$ cat src/rtl/warmboot_sequencer_if.sv
// Bundle between the bootloader and warmboot sequencer: boot request,
// image select, USB transmit activity in; pull-up and SB_WARMBOOT controls out.
interface warmboot_sequencer_if;
    logic       boot_req;
    logic [1:0] image_sel;
    logic       image_sel_valid;
    logic       usb_tx_en;
    logic       usb_pu;
    logic       wb_s1;
    logic       wb_s0;
    logic       wb_boot;
    logic       busy;

    // Bootloader side: issues the request, observes the sequencer
    modport master (
        output boot_req,
        output image_sel,
        output image_sel_valid,
        output usb_tx_en,
        input  usb_pu,
        input  wb_s1,
        input  wb_s0,
        input  wb_boot,
        input  busy
    );

    // Sequencer side
    modport slave (
        input  boot_req,
        input  image_sel,
        input  image_sel_valid,
        input  usb_tx_en,
        output usb_pu,
        output wb_s1,
        output wb_s0,
        output wb_boot,
        output busy
    );
endinterface

$ cat src/rtl/warmboot_sequencer.sv
// Warmboot hand-off sequencer: waits for USB quiet, detaches the D+ pull-up,
// then presents the image select and fires SB_WARMBOOT.BOOT.
module warmboot_sequencer #(
    parameter int unsigned IDLE_CYCLES   = 4800,
    parameter int unsigned DETACH_CYCLES = 480000,
    parameter logic [1:0]  DEFAULT_IMAGE = 2'b01
) (
    input  logic                 clk_48mhz,
    input  logic                 reset,
    warmboot_sequencer_if.slave  bus
);

    localparam int unsigned MAX_CYCLES = (IDLE_CYCLES > DETACH_CYCLES) ? IDLE_CYCLES : DETACH_CYCLES;
    localparam int unsigned CNT_W      = $clog2(MAX_CYCLES + 1);
    localparam logic [CNT_W-1:0] IDLE_LAST   = CNT_W'(IDLE_CYCLES - 1);
    localparam logic [CNT_W-1:0] DETACH_LAST = CNT_W'(DETACH_CYCLES - 1);

    typedef enum logic [1:0] {
        S_IDLE   = 2'd0,
        S_DRAIN  = 2'd1,
        S_DETACH = 2'd2,
        S_FIRE   = 2'd3
    } state_t;

    state_t           state_q, state_d;
    logic [CNT_W-1:0] cnt_q, cnt_d;
    logic [1:0]       image_q, image_d;
    logic             usb_pu_q, usb_pu_d;
    logic [1:0]       wb_s_q, wb_s_d;
    logic             wb_boot_q, wb_boot_d;
    logic             busy_q, busy_d;

    // State, counter, latched image and output registers
    always_ff @(posedge clk_48mhz) begin
        if (reset) begin
            state_q   <= S_IDLE;
            cnt_q     <= '0;
            image_q   <= 2'b00;
            usb_pu_q  <= 1'b1;
            wb_s_q    <= 2'b00;
            wb_boot_q <= 1'b0;
            busy_q    <= 1'b0;
        end else begin
            state_q   <= state_d;
            cnt_q     <= cnt_d;
            image_q   <= image_d;
            usb_pu_q  <= usb_pu_d;
            wb_s_q    <= wb_s_d;
            wb_boot_q <= wb_boot_d;
            busy_q    <= busy_d;
        end
    end

    // Next-state, shared counter and image latch; outputs decoded from registered state
    always_comb begin
        state_d   = state_q;
        cnt_d     = cnt_q;
        image_d   = image_q;
        usb_pu_d  = 1'b1;
        wb_s_d    = 2'b00;
        wb_boot_d = 1'b0;
        busy_d    = 1'b0;

        case (state_q)
            S_IDLE: begin
                if (bus.boot_req) begin
                    image_d = bus.image_sel_valid ? bus.image_sel : DEFAULT_IMAGE;
                    state_d = S_DRAIN;
                    cnt_d   = '0;
                end
            end
            S_DRAIN: begin
                // Any transmit activity restarts the quiet window
                if (bus.usb_tx_en) begin
                    cnt_d = '0;
                end else if (cnt_q == IDLE_LAST) begin
                    state_d = S_DETACH;
                    cnt_d   = '0;
                end else begin
                    cnt_d = cnt_q + CNT_W'(1);
                end
            end
            S_DETACH: begin
                if (cnt_q == DETACH_LAST) begin
                    state_d = S_FIRE;
                    cnt_d   = '0;
                end else begin
                    cnt_d = cnt_q + CNT_W'(1);
                end
            end
            S_FIRE: begin
                state_d = S_FIRE;
            end
            default: begin
                state_d = S_IDLE;
                cnt_d   = '0;
            end
        endcase

        usb_pu_d  = (state_q == S_IDLE) || (state_q == S_DRAIN);
        wb_boot_d = (state_q == S_FIRE);
        busy_d    = (state_q != S_IDLE);
        wb_s_d    = (state_q == S_IDLE) ? 2'b00 : image_q;
    end

    assign bus.usb_pu  = usb_pu_q;
    assign bus.wb_s1   = wb_s_q[1];
    assign bus.wb_s0   = wb_s_q[0];
    assign bus.wb_boot = wb_boot_q;
    assign bus.busy    = busy_q;

endmodule
$ cat src/flat_wrapper.sv
// flat-port wrapper written by rule: the top's interface ports become plain ports
module warmboot_sequencer_flat 
#(
    parameter int unsigned IDLE_CYCLES   = 4800,
    parameter int unsigned DETACH_CYCLES = 480000,
    parameter logic [1:0]  DEFAULT_IMAGE = 2'b01
)
  (clk_48mhz, reset, bus_boot_req, bus_image_sel, bus_image_sel_valid, bus_usb_tx_en, bus_usb_pu, bus_wb_s1, bus_wb_s0, bus_wb_boot, bus_busy);
  warmboot_sequencer_if bus_i ();
  input  logic clk_48mhz;
  input  logic reset;
  input wire logic [$bits(bus_i.boot_req)-1:0] bus_boot_req;
  input wire logic [$bits(bus_i.image_sel)-1:0] bus_image_sel;
  input wire logic [$bits(bus_i.image_sel_valid)-1:0] bus_image_sel_valid;
  input wire logic [$bits(bus_i.usb_tx_en)-1:0] bus_usb_tx_en;
  output wire logic [$bits(bus_i.usb_pu)-1:0] bus_usb_pu;
  output wire logic [$bits(bus_i.wb_s1)-1:0] bus_wb_s1;
  output wire logic [$bits(bus_i.wb_s0)-1:0] bus_wb_s0;
  output wire logic [$bits(bus_i.wb_boot)-1:0] bus_wb_boot;
  output wire logic [$bits(bus_i.busy)-1:0] bus_busy;
  assign bus_i.boot_req = bus_boot_req;
  assign bus_i.image_sel = bus_image_sel;
  assign bus_i.image_sel_valid = bus_image_sel_valid;
  assign bus_i.usb_tx_en = bus_usb_tx_en;
  assign bus_usb_pu = bus_i.usb_pu;
  assign bus_wb_s1 = bus_i.wb_s1;
  assign bus_wb_s0 = bus_i.wb_s0;
  assign bus_wb_boot = bus_i.wb_boot;
  assign bus_busy = bus_i.busy;
  warmboot_sequencer #(.IDLE_CYCLES(IDLE_CYCLES), .DETACH_CYCLES(DETACH_CYCLES), .DEFAULT_IMAGE(DEFAULT_IMAGE)) u_core (.clk_48mhz(clk_48mhz), .reset(reset), .bus(bus_i));
endmodule
$ cat config.mk
export PLATFORM = sky130hd
export DESIGN_NAME = warmboot_sequencer_flat
export DESIGN_NICKNAME = d
export VERILOG_FILES = /design/src/rtl/warmboot_sequencer_if.sv /design/src/rtl/warmboot_sequencer.sv /design/src/flat_wrapper.sv
export SDC_FILE = /design/constraint.sdc
export NUM_CORES = 1
export LEC_CHECK = 0
export CAP_MARGIN = 20
export CELL_PAD_IN_SITES_DETAIL_PLACEMENT = 1
export CELL_PAD_IN_SITES_GLOBAL_PLACEMENT = 2
export CORE_MARGIN = 5
export CORE_UTILIZATION = 34
export DETAILED_ROUTE_END_ITERATION = 10
export PLACE_DENSITY = 0.8
export SLEW_MARGIN = 10
export SYNTH_ARGS = -nofsm -noshare
export SYNTH_HDL_FRONTEND = slang
export SYNTH_SLANG_ARGS = --single-unit
$ cat constraint.sdc
create_clock -name clk_48mhz -period 3.18 [get_ports clk_48mhz]
set_clock_uncertainty 0.15 [all_clocks]
set_input_delay 0.636 -clock clk_48mhz [delete_from_list [all_inputs] [get_ports clk_48mhz]]
set_output_delay 0.636 -clock clk_48mhz [all_outputs]
set_load 0.01 [all_outputs]
==> run metrics, run 1 <==
status=finished clean; Critical Path Max Stage Delay=540 ps; die area=6200 sq um; antenna-violating nets left=0; final setup TNS=0 ps; Synth Net Count=216; area used by multi-input combinational logic=992 sq um; Final Hold Viols=0; TritonCTS clock tree=yes; library cell with the largest summed area after synthesis=dfxtp_1; vias in the first global route=1609; placer's final routability congestion estimate=0.780; count of mapped cells out of synthesis=202; violation count after the first detailed-routing iteration=63; Synthesis Warnings=0; Clock Sinks=28; maximum fanout encountered on the critical timing path=15; total number of placement rows=25; clock tree buffer depth=2; cell with the most instances after synthesis=nand2_1; crit path time final=2800 ps; total count of max-transition violations in the final report=0; cell type of the slowest stage on the worst timing path=o21ai_0; Max transition margin=32.3%; hold depth=2; Yosys cell types=41; unrepaired setup endpoints after global routing=no; Hold Crit Class=flop to flop; post-CTS clock slew at the launch and capture registers of the worst setup and hold paths=100 ps; total of hold buffers inserted after clock tree synthesis=0; CTS Root Buffer Type=clkbuf_8; CTS buffer count=3; count of cells along the worst register-to-register path=6; fill count=554; Diodes inserted=0; vias per std cell=5.76; antenna violations before repair=0; final global-route overflow total=0; fraction of synthesized cell area taken by the top area cell type=34.9%; family with the most delay on the worst path=compound AO/OA/AOI/OAI gates; Starting Density=34.5%; CP Buf/Inv Count=0; origin of the critical flop-to-flop path=u_core.cnt_q[0]; number of enable-type register cells in the synthesized netlist=0; type of element launching the critical path=flop; slack of the worst reg-to-reg path=380 ps; power after layout=953 uW; crit path kind=flop to flop; vias post-DR=1531; share of async-settable or async-resettable flops after synthesis=0%; CORE AREA=4660 sq um; cells along the critical path=ha_1, nand3_1, nor4_4, a21boi_2, o21ai_0, o21ai_0; Synth area leaders=dfxtp_1 35%, nand2_1 8.4%, ha_1 5.4%, o221ai_1 4.9%, a21oi_1 3.4%; hpwl dp=3.21 mm; I/O pins=12; commonest register cell after synthesis=dfxtp_1; worst reg2reg path endpoint=u_core.cnt_q[14]; clock latency reported for the late side of the worst-skew pair=270 ps; transition time at the pin with the least slew margin=1010 ps; Fmax achieved=357 MHz; leading post-synthesis cells by instance count=36 x nand2_1, 28 x dfxtp_1, 14 x nor2_1, 11 x a21oi_1; area overhead of the layout relative to synthesis=13.9%; sequential fraction of the synthesis area=34.9%; final setup vio count=0; wire length of the first global-routing pass=7.67 mm; total area of sequential cells=561 sq um; total routing usage reported by global routing=15.1%; power per standard cell area=521 nW/um^2; final worst-path cycle share=88.1%; number of I/O port buffers=11; DRT Pass-1 Iters=4; Leak Pwr=0.670 nW; CTS-repair resized insts=0; total setup buffers inserted after CTS=0; remaining routing DRC violations=0; layout cell share with drive strength beyond 1=6.60%; wire length reported by the detailed router=4.36 mm; pin count of the biggest net entering global routing=17; Avg Synthesized Cell Area=7.96 sq um; launch instance of the worst min-delay path=u_core.image_q[1]; data arrival time of the critical path=2800 ps; number of nets in the layout=227; die width=78.8 microns; post-synthesis sequential element count=28; maximum vdd drop=0.000264 V; mean routed wirelength per cell=16.4 microns; worst hold path endpoint=u_core.image_q[1]; cell type with the highest occurrence count on the critical path=o21ai_0; number of levels in the clock H-tree=1; post-synthesis cell area=1610 sq um; number of max-cap violations=0; endpoint required time on the critical path=3180 ps; Vert. Die Dim=78.8 microns; endpoint class of the critical path=flop
==> worst min-delay path: stages, from the launching register on <==
cell	delay, ps
dfxtp_1	330
nand2_1	60
a21oi_1	50
==> through the flow <==
| step | cells | cell area, sq um | util (%) | hold slack [ps] | setup slack (ps) |
|---|---|---|---|---|---|
| 5_1_grt | 266 | 1830 | 39.3 | 352 | 198 |
| 3_5_place_dp | 262 | 1780 | 38.1 | 317 | 437 |
| 2_1_floorplan | 202 | 1610 | - | 277 | 948 |
| 6_report | 266 | 1830 | 39.3 | 327 | 378 |
| 3_3_place_gp | 262 | 1780 | 38.1 | 305 | 495 |
| 4_1_cts | 266 | 1830 | 39.3 | 333 | 416 |
==> layout by cell type (no fill, tap or decap), types with 3 or more instances in the layout <==
cell type	Yosys	layout
a21oi_1	11	11
and2_1	5	5
buf_4	0	3
clkbuf_8	0	4
clkdlybuf4s50_1	0	11
dfxtp_1	28	28
ha_1	7	7
inv_1	6	6
nand2_1	36	36
nand2b_1	4	4
nand3_1	9	9
nand4_1	5	5
nor2_1	14	14
nor2b_1	5	5
nor3_1	5	5
nor4_1	4	4
o211ai_1	3	3
o21a_1	4	4
o21ai_0	9	9
o221ai_1	9	9
xnor2_1	3	3
==> flip-flops by register name (all words and copies together), names as in the netlist <==
signal	cells
u_core.cnt_q	19
u_core.image_q	2
u_core.state_q	2
u_core.wb_s_q	2
u_core.bus.busy	1
u_core.bus.usb_pu	1
u_core.bus.wb_boot	1
==> kinds of logic (layout without fill, tap and decap cells) <==
kind of cell               after synthesis  after routing  synth area share [%]
xor gates and xnor gates                 3              3                  1.63
buffers and inverters                   14             24                  3.42
adders and majority gates                7              7                  5.45
AOI/OAI and AO/OA                       45             45                  19.4
DFF                                     28             28                  34.9
and+or+nand+nor                        103            103                  33.9
muxes                                    2              2                  1.40
==> worst max-delay path by stage <==
stage                     from           endpoint  slack [ps]  cells past startpoint
3_5_place_dp   u_core.cnt_q[0]  u_core.state_q[0]         440                      6
6_report       u_core.cnt_q[0]   u_core.cnt_q[14]         380                      6
3_3_place_gp   u_core.cnt_q[0]  u_core.state_q[0]         500                      6
4_1_cts        u_core.cnt_q[0]   u_core.cnt_q[12]         420                      6
2_1_floorplan  u_core.cnt_q[0]  u_core.state_q[0]         950                      6
5_1_grt        u_core.cnt_q[0]   u_core.cnt_q[14]         200                      6
==> power breakdown <==
group          total (mW)  internal (mW)  leakage, nW  switching, mW
logic               0.328          0.113        0.415          0.215
clock network       0.227          0.111       0.0288          0.116
registers           0.398          0.380        0.227         0.0188
total               0.953          0.604        0.670          0.350
==> area by class of cell <==
cell class | instances | area share [%]
Sequential cell | 28 | 30.6
Inverter | 6 | 1.23
Multi-Input combinational cell | 160 | 54.2
Tap cell | 54 | 3.69
Timing Repair Buffer | 14 | 7.25
Clock buffer | 4 | 3.01
==> routing by layer <==
metal	wire length (microns)	vias up	GRT usage [%]	part of all wire, %
met4	22	0	2.62	0.51
li1	-	749	-	-
met3	97	2	2.72	2.2
met2	2200	17	28.9	50
met5	0	-	0	0
met1	2040	763	17.7	47
No activity file was read; power rests on OpenSTA's default activity.
==> run 2, diff against run 1 <==
--- a/config.mk
+++ b/config.mk
@@ -5,11 +5,13 @@
 export SDC_FILE = /design/constraint.sdc
 export NUM_CORES = 1
 export LEC_CHECK = 0
+export ABC_AREA = 1
 export CAP_MARGIN = 20
 export CELL_PAD_IN_SITES_DETAIL_PLACEMENT = 1
 export CELL_PAD_IN_SITES_GLOBAL_PLACEMENT = 2
+export CORE_ASPECT_RATIO = 2
 export CORE_MARGIN = 5
-export CORE_UTILIZATION = 34
+export CORE_UTILIZATION = 33
 export DETAILED_ROUTE_END_ITERATION = 10
 export PLACE_DENSITY = 0.8
 export SLEW_MARGIN = 10
==> run 2 against run 1 <==
- count of clock-buffer cells in the layout stayed put
- combinational power is 28% higher
- register-to-register slack better by 940 ps
- setup slack better by 870 ps
- area after synthesis is 9.2% higher
- fmax is 45% higher
- critical path type is now flop to output pin
- first-iteration DRC count is 30% lower
- critical endpoint is now bus_usb_pu
==> run metrics, run 2 <==
violation count after the first detailed-routing iteration=44; total number of placement rows=37; DP Worst Slack=1080 ps; Avg Synthesized Cell Area=7.11 sq um; unrepaired setup endpoints after global routing=no; family with the most delay on the worst path=buffers and inverters; CTS Root Buffer Type=clkbuf_8; register name with the most flops=u_core.cnt_q; maximum vdd drop=0.000456 V; maximum fanout encountered on the critical timing path=1; Synth Net Count=261; total area of sequential cells=561 sq um; number of levels in the clock H-tree=1; transition time at the pin with the least slew margin=329 ps; final global-route overflow total=0; Yosys cell types=27; final setup TNS=0 ps; hpwl dp=3.54 mm; Synth area leaders=dfxtp_1 32%, nand2_1 13%, nor2_1 7.1%, nand3_2 6.3%, nand3_1 5.4%; CP Buf/Inv Count=1; share of async-settable or async-resettable flops after synthesis=0%; cells along the critical path=clkdlybuf4s50_1; post-CTS clock slew at the launch and capture registers of the worst setup and hold paths=90 ps; area used by multi-input combinational logic=1050 sq um; status=finished clean; fraction of synthesized cell area taken by the top area cell type=31.9%; number of flip-flops in the largest register=19; die area=6970 sq um; post-synthesis cell area=1760 sq um; Hold Crit Class=flop to flop; final setup vio count=0; DRT Pass-1 Iters=4; Diodes inserted=0; post-placement cell count=314; fill count=668; placer's final routability congestion estimate=0.799; sequential fraction of the synthesis area=31.9%; vias post-DR=1569; Fmax achieved=518 MHz; commonest register cell after synthesis=dfxtp_1; crit path kind=flop to output pin; Max transition margin=78.0%; total setup buffers inserted after CTS=0; antenna violations before repair=0; count of mapped cells out of synthesis=247; library cell with the largest summed area after synthesis=dfxtp_1; wire length of the first global-routing pass=7.80 mm; layout cell share with drive strength beyond 1=16.9%; pin count of the biggest net entering global routing=20; clock tree buffer depth=2; total count of max-transition violations in the final report=0; vias per std cell=4.93; CORE AREA=5140 sq um; endpoint required time on the critical path=2390 ps; mean routed wirelength per cell=13.9 microns; number of nets in the layout=275; number of max-cap violations=0; post-route insts no fill=318; final worst-path cycle share=60.7%; Leak Pwr=0.733 nW; remaining routing DRC violations=0; TritonCTS clock tree=yes; CTS-repair resized insts=0; cell with the most instances after synthesis=nand2_1; crit path time final=1930 ps; Clock Sinks=28; cell type of the slowest stage on the worst timing path=clkdlybuf4s50_1; setup slack of the critical path after layout=1250 ps; wire length reported by the detailed router=4.44 mm; antenna-violating nets left=0; post-synthesis sequential element count=28; endpoint class of the critical path=output pin; data arrival time of the critical path=1140 ps; total routing usage reported by global routing=14.8%; Vert. Die Dim=113 microns; leading post-synthesis cells by instance count=59 x nand2_1, 33 x nor2_1, 28 x dfxtp_1, 24 x inv_1, 19 x nand3_1; I/O pins=12; Final Hold Viols=0; power per standard cell area=526 nW/um^2; CTS buffer count=3; Starting Density=34.2%; clock latency reported for the late side of the worst-skew pair=280 ps; Critical Path Max Stage Delay=540 ps; total of hold buffers inserted after clock tree synthesis=0; number of I/O port buffers=11; Synthesis Warnings=0; area overhead of the layout relative to synthesis=13.2%; Hold WS=291 ps; vias in the first global route=1699; number of enable-type register cells in the synthesized netlist=0; type of element launching the critical path=flop; highest-count cells in the layout ignoring fill and taps=59 x nand2_1, 33 x nor2_1, 28 x dfxtp_1; most frequent standard cell in the layout excluding fill and tap cells=nand2_1; die width=61.6 microns
-- run 2: cell count changes in the layout (fill, tap and decap cells not counted), moves of 5 or more --
cell,previous run,this run
nand2_1,36,59
nor2_1,14,33
inv_1,6,24
o21ai_0,9,4
xor2_1,0,9
nand3_1,9,19
o221ai_1,9,0
nand3_2,0,11
and2_1,5,0
nor2b_1,5,0
a21oi_2,0,10
nor3_1,5,0
-- run 2: worst paths after layout --
path,startpoint,endpoint,slack (ps),depth (start not counted)
max,u_core.bus.usb_pu,bus_usb_pu,1250,1
min,u_core.image_q[0],u_core.wb_s_q[0],290,2
max reg2reg,u_core.cnt_q[0],u_core.cnt_q[18],1320,9
min reg2reg,u_core.image_q[0],u_core.wb_s_q[0],290,2
-- run 2: logic make-up after synthesis --
kind of cell | count (synthesis) | synth area share [%]
compound gates | 28 | 10.2
buf+inv | 35 | 8.05
flops | 28 | 31.9
fa+ha+maj | 7 | 4.99
xor+xnor | 11 | 5.49
simple gates | 138 | 39.3
-- run 2: final cells by class --
class                           instances  area share, %
Inverter                               30           5.67
Tap cell                               58           3.65
Clock buffer                            4           2.77
Multi-Input combinational cell        184           53.0
Sequential cell                        28           28.2
Timing Repair Buffer                   14           6.68
-- run 2: per-layer routing --
layer  share of wire (%)  GRT usage [%]  vias to the layer above
met5                   0              0                        -
met3                0.79           1.37                        2
met2                  61           28.2                        6
met4                 1.0           5.38                        0
met1                  37           15.5                      754
li1                    -              -                      807
-- run 2: power breakdown --
part | total [mW] | switching [mW] | leakage (nW) | internal (mW)
combinational | 0.421 | 0.288 | 0.478 | 0.134
clock | 0.222 | 0.111 | 0.0288 | 0.111
sequential | 0.403 | 0.0198 | 0.227 | 0.383
total | 1.05 | 0.418 | 0.733 | 0.628
-- run 2: stage by stage --
stage	utilization (%)	instance area [sq um]	power (mW)
global placement	37.6	1930	0.847
detailed placement	37.6	1930	0.852
floorplan	-	1760	0.713
CTS	38.7	1990	1.08
global route	38.7	1990	1.14
finish	38.7	1990	1.05
-- run 2: tightest hold or removal path, cell delays in order, from the launching register on --
cell	delay [ps]
dfxtp_1	320
inv_1	50
nor2_1	40
==> run 3, diff against run 2 <==
--- a/config.mk
+++ b/config.mk
@@ -11,9 +11,9 @@
 export CELL_PAD_IN_SITES_GLOBAL_PLACEMENT = 2
 export CORE_ASPECT_RATIO = 2
 export CORE_MARGIN = 5
-export CORE_UTILIZATION = 33
+export CORE_UTILIZATION = 30
 export DETAILED_ROUTE_END_ITERATION = 10
-export PLACE_DENSITY = 0.8
+export PLACE_DENSITY = 0.77
 export SLEW_MARGIN = 10
 export SYNTH_ARGS = -nofsm -noshare
 export SYNTH_HDL_FRONTEND = slang
==> constraint.sdc (replaced) <==
create_clock -name clk_48mhz -period 1.75 [get_ports clk_48mhz]
set_clock_uncertainty 0.15 [all_clocks]
set_input_delay 0.35 -clock clk_48mhz [delete_from_list [all_inputs] [get_ports clk_48mhz]]
set_output_delay 0.35 -clock clk_48mhz [all_outputs]
set_load 0.01 [all_outputs]
==> run 3 against run 2 <==
- setup slack got worse by 1200 ps
- first-iteration DRC count up 4.5%
- die area rose by 8.7%
- critical path depth is 10 higher
- register-to-register slack lost 1200 ps
- design area increased by 19%
- critical endpoint is now u_core.state_q[1]
- largest cell class unchanged
- highest routed layer unchanged
==> run metrics, run 3 (synthesized netlist as in run 2, its figures left out) <==
fraction of power consumed by the clock network=22.7%; final worst-path cycle share=95.6%; clock latency reported for the late side of the worst-skew pair=270 ps; area overhead of the layout relative to synthesis=34.5%; number of flip-flops in the largest register=19; remaining routing DRC violations=0; power spent charging and discharging nets=1.00 mW; die width=64.1 microns; cells along the critical path=ha_4, nand2_2, nor2_4, nand2_2, nand3b_4, nand2_4, buf_4, nand3_4, nand2_2, nand2_1, nor2_1; final setup vio count=0; Hold Crit Class=flop to flop; Leak Pwr=0.908 nW; CTS Root Buffer Type=clkbuf_16; number of max-cap violations=0; vias in the first global route=1794; power per standard cell area=1120 nW/um^2; crit path time final=1670 ps; Final Hold Viols=0; Starting Density=30.7%; most frequent standard cell in the layout excluding fill and tap cells=nand2_1; number of nets in the layout=299; number of I/O port buffers=11; vias post-DR=1720; crit path launch=u_core.cnt_q[1]; post-CTS clock slew at the launch and capture registers of the worst setup and hold paths=80 ps; Logic pwr share=49.7%; cell type of the slowest stage on the worst timing path=dfxtp_2; top layer used by detailed routing=met4; transition time at the pin with the least slew margin=234 ps; maximum fanout encountered on the critical timing path=4; endpoint class of the critical path=flop; Vert. Die Dim=118 microns; slack of the worst reg-to-reg path=80 ps; Clock Sinks=28; Met1 Routed Length=1.87 mm; CTS buffer count=3; power after layout=2.65 mW; hpwl dp=3.84 mm; type of element launching the critical path=flop; TritonCTS clock tree=yes; crit path kind=flop to flop; wire length of the first global-routing pass=8.30 mm; cell type with the highest occurrence count on the critical path=nand2_2; wire length reported by the detailed router=5.39 mm; DP Worst Slack=-15.2 ps; I/O pins=12; origin of the critical flop-to-flop path=u_core.cnt_q[1]; total number of placement rows=39; endpoint required time on the critical path=1810 ps; violation count after the first detailed-routing iteration=46; DRT Pass-1 Iters=4; final global-route overflow total=0; internal power=1.65 mW; unrepaired setup endpoints after global routing=yes; data arrival time of the critical path=1730 ps; antenna-violating nets left=0; met2 routed WL=3.32 mm; utilization after layout=41.4%; vias per std cell=4.99; maximum vdd drop=0.00113 V; placer's final routability congestion estimate=0.752; status=finished clean; post-route insts no fill=345; part of the total power dissipated in sequential elements=27.6%; Hold WS=278 ps; clock tree buffer depth=2; pin count of the biggest net entering global routing=20; launch instance of the worst min-delay path=u_core.image_q[0]; antenna violations before repair=0; Diodes inserted=0; Fmax achieved=598 MHz; Sw Share=37.8%; number of levels in the clock H-tree=1; Critical Path Max Stage Delay=360 ps; total count of max-transition violations in the final report=0; layout cell share with drive strength beyond 1=31.7%; Max transition margin=84.2%; mean routed wirelength per cell=15.6 microns; total routing usage reported by global routing=13.9%; register name with the most flops=u_core.cnt_q; die area=7570 sq um; met3 wirelength from detailed routing=60 microns; post-placement cell count=335; CORE AREA=5710 sq um; setup slack of the critical path after layout=76.9 ps; highest-count cells in the layout ignoring fill and taps=57 x nand2_1, 29 x nor2_1, 22 x inv_1
==> run 3: layout make-up <==
type	instances	area, sq um
fill	730	3350
multi-input combinational	184	1120
sequential	28	573
timing repair buffer	38	389
inverter	30	113
clock buffer	4	88.8
tap	61	76.3
==> run 3: path summary, 6_finish.rpt <==
path,depth (start not counted),endpoint
worst max-delay path,11,u_core.state_q[1]
worst min-delay path,2,u_core.wb_s_q[0]
worst max register to register,11,u_core.state_q[1]
worst min register to register,2,u_core.wb_s_q[0]
==> run 3: metrics by stage <==
step | TNS [ps] | instance area (sq um)
2_1_floorplan | 0 | 1760
3_3_place_gp | 0 | 2100
3_5_place_dp | -15.2 | 2100
4_1_cts | 0 | 2220
5_1_grt | -144 | 2360
6_report | 0 | 2360
==> run 3: timing repair <==
item | 4_1_cts | 5_1_grt
cloned | 0 | 3
pin swaps | 2 | 4
setup endpoints to repair | 10 | 19
hold buffers | 0 | 0
resized for setup | 6 | 21
setup buffers | 2 | 1
==> run 3: power groups by stage <==
stage	clock (mW)	sequential [mW]	combinational (mW)
after floorplan	0	0.751	0.553
after global placement	0	0.736	0.945
after global routing	0.635	0.740	1.41
after CTS	0.615	0.726	0.982
final	0.601	0.730	1.32
after detailed placement	0	0.739	0.949
==> run 3: per-layer routing <==
metal,global-route usage [%],up-vias
li1,-,852
met1,12.8,844
met2,28.1,13
met3,1.61,11
met4,6.50,0
met5,0,-
==> run 3: critical path: cells and delay by family (launching register included) <==
family	cells	cell delay (ps)
and+or+nand+nor	9	810
DFF	1	360
adders and majority gates	1	150
buffers and inverters	1	120
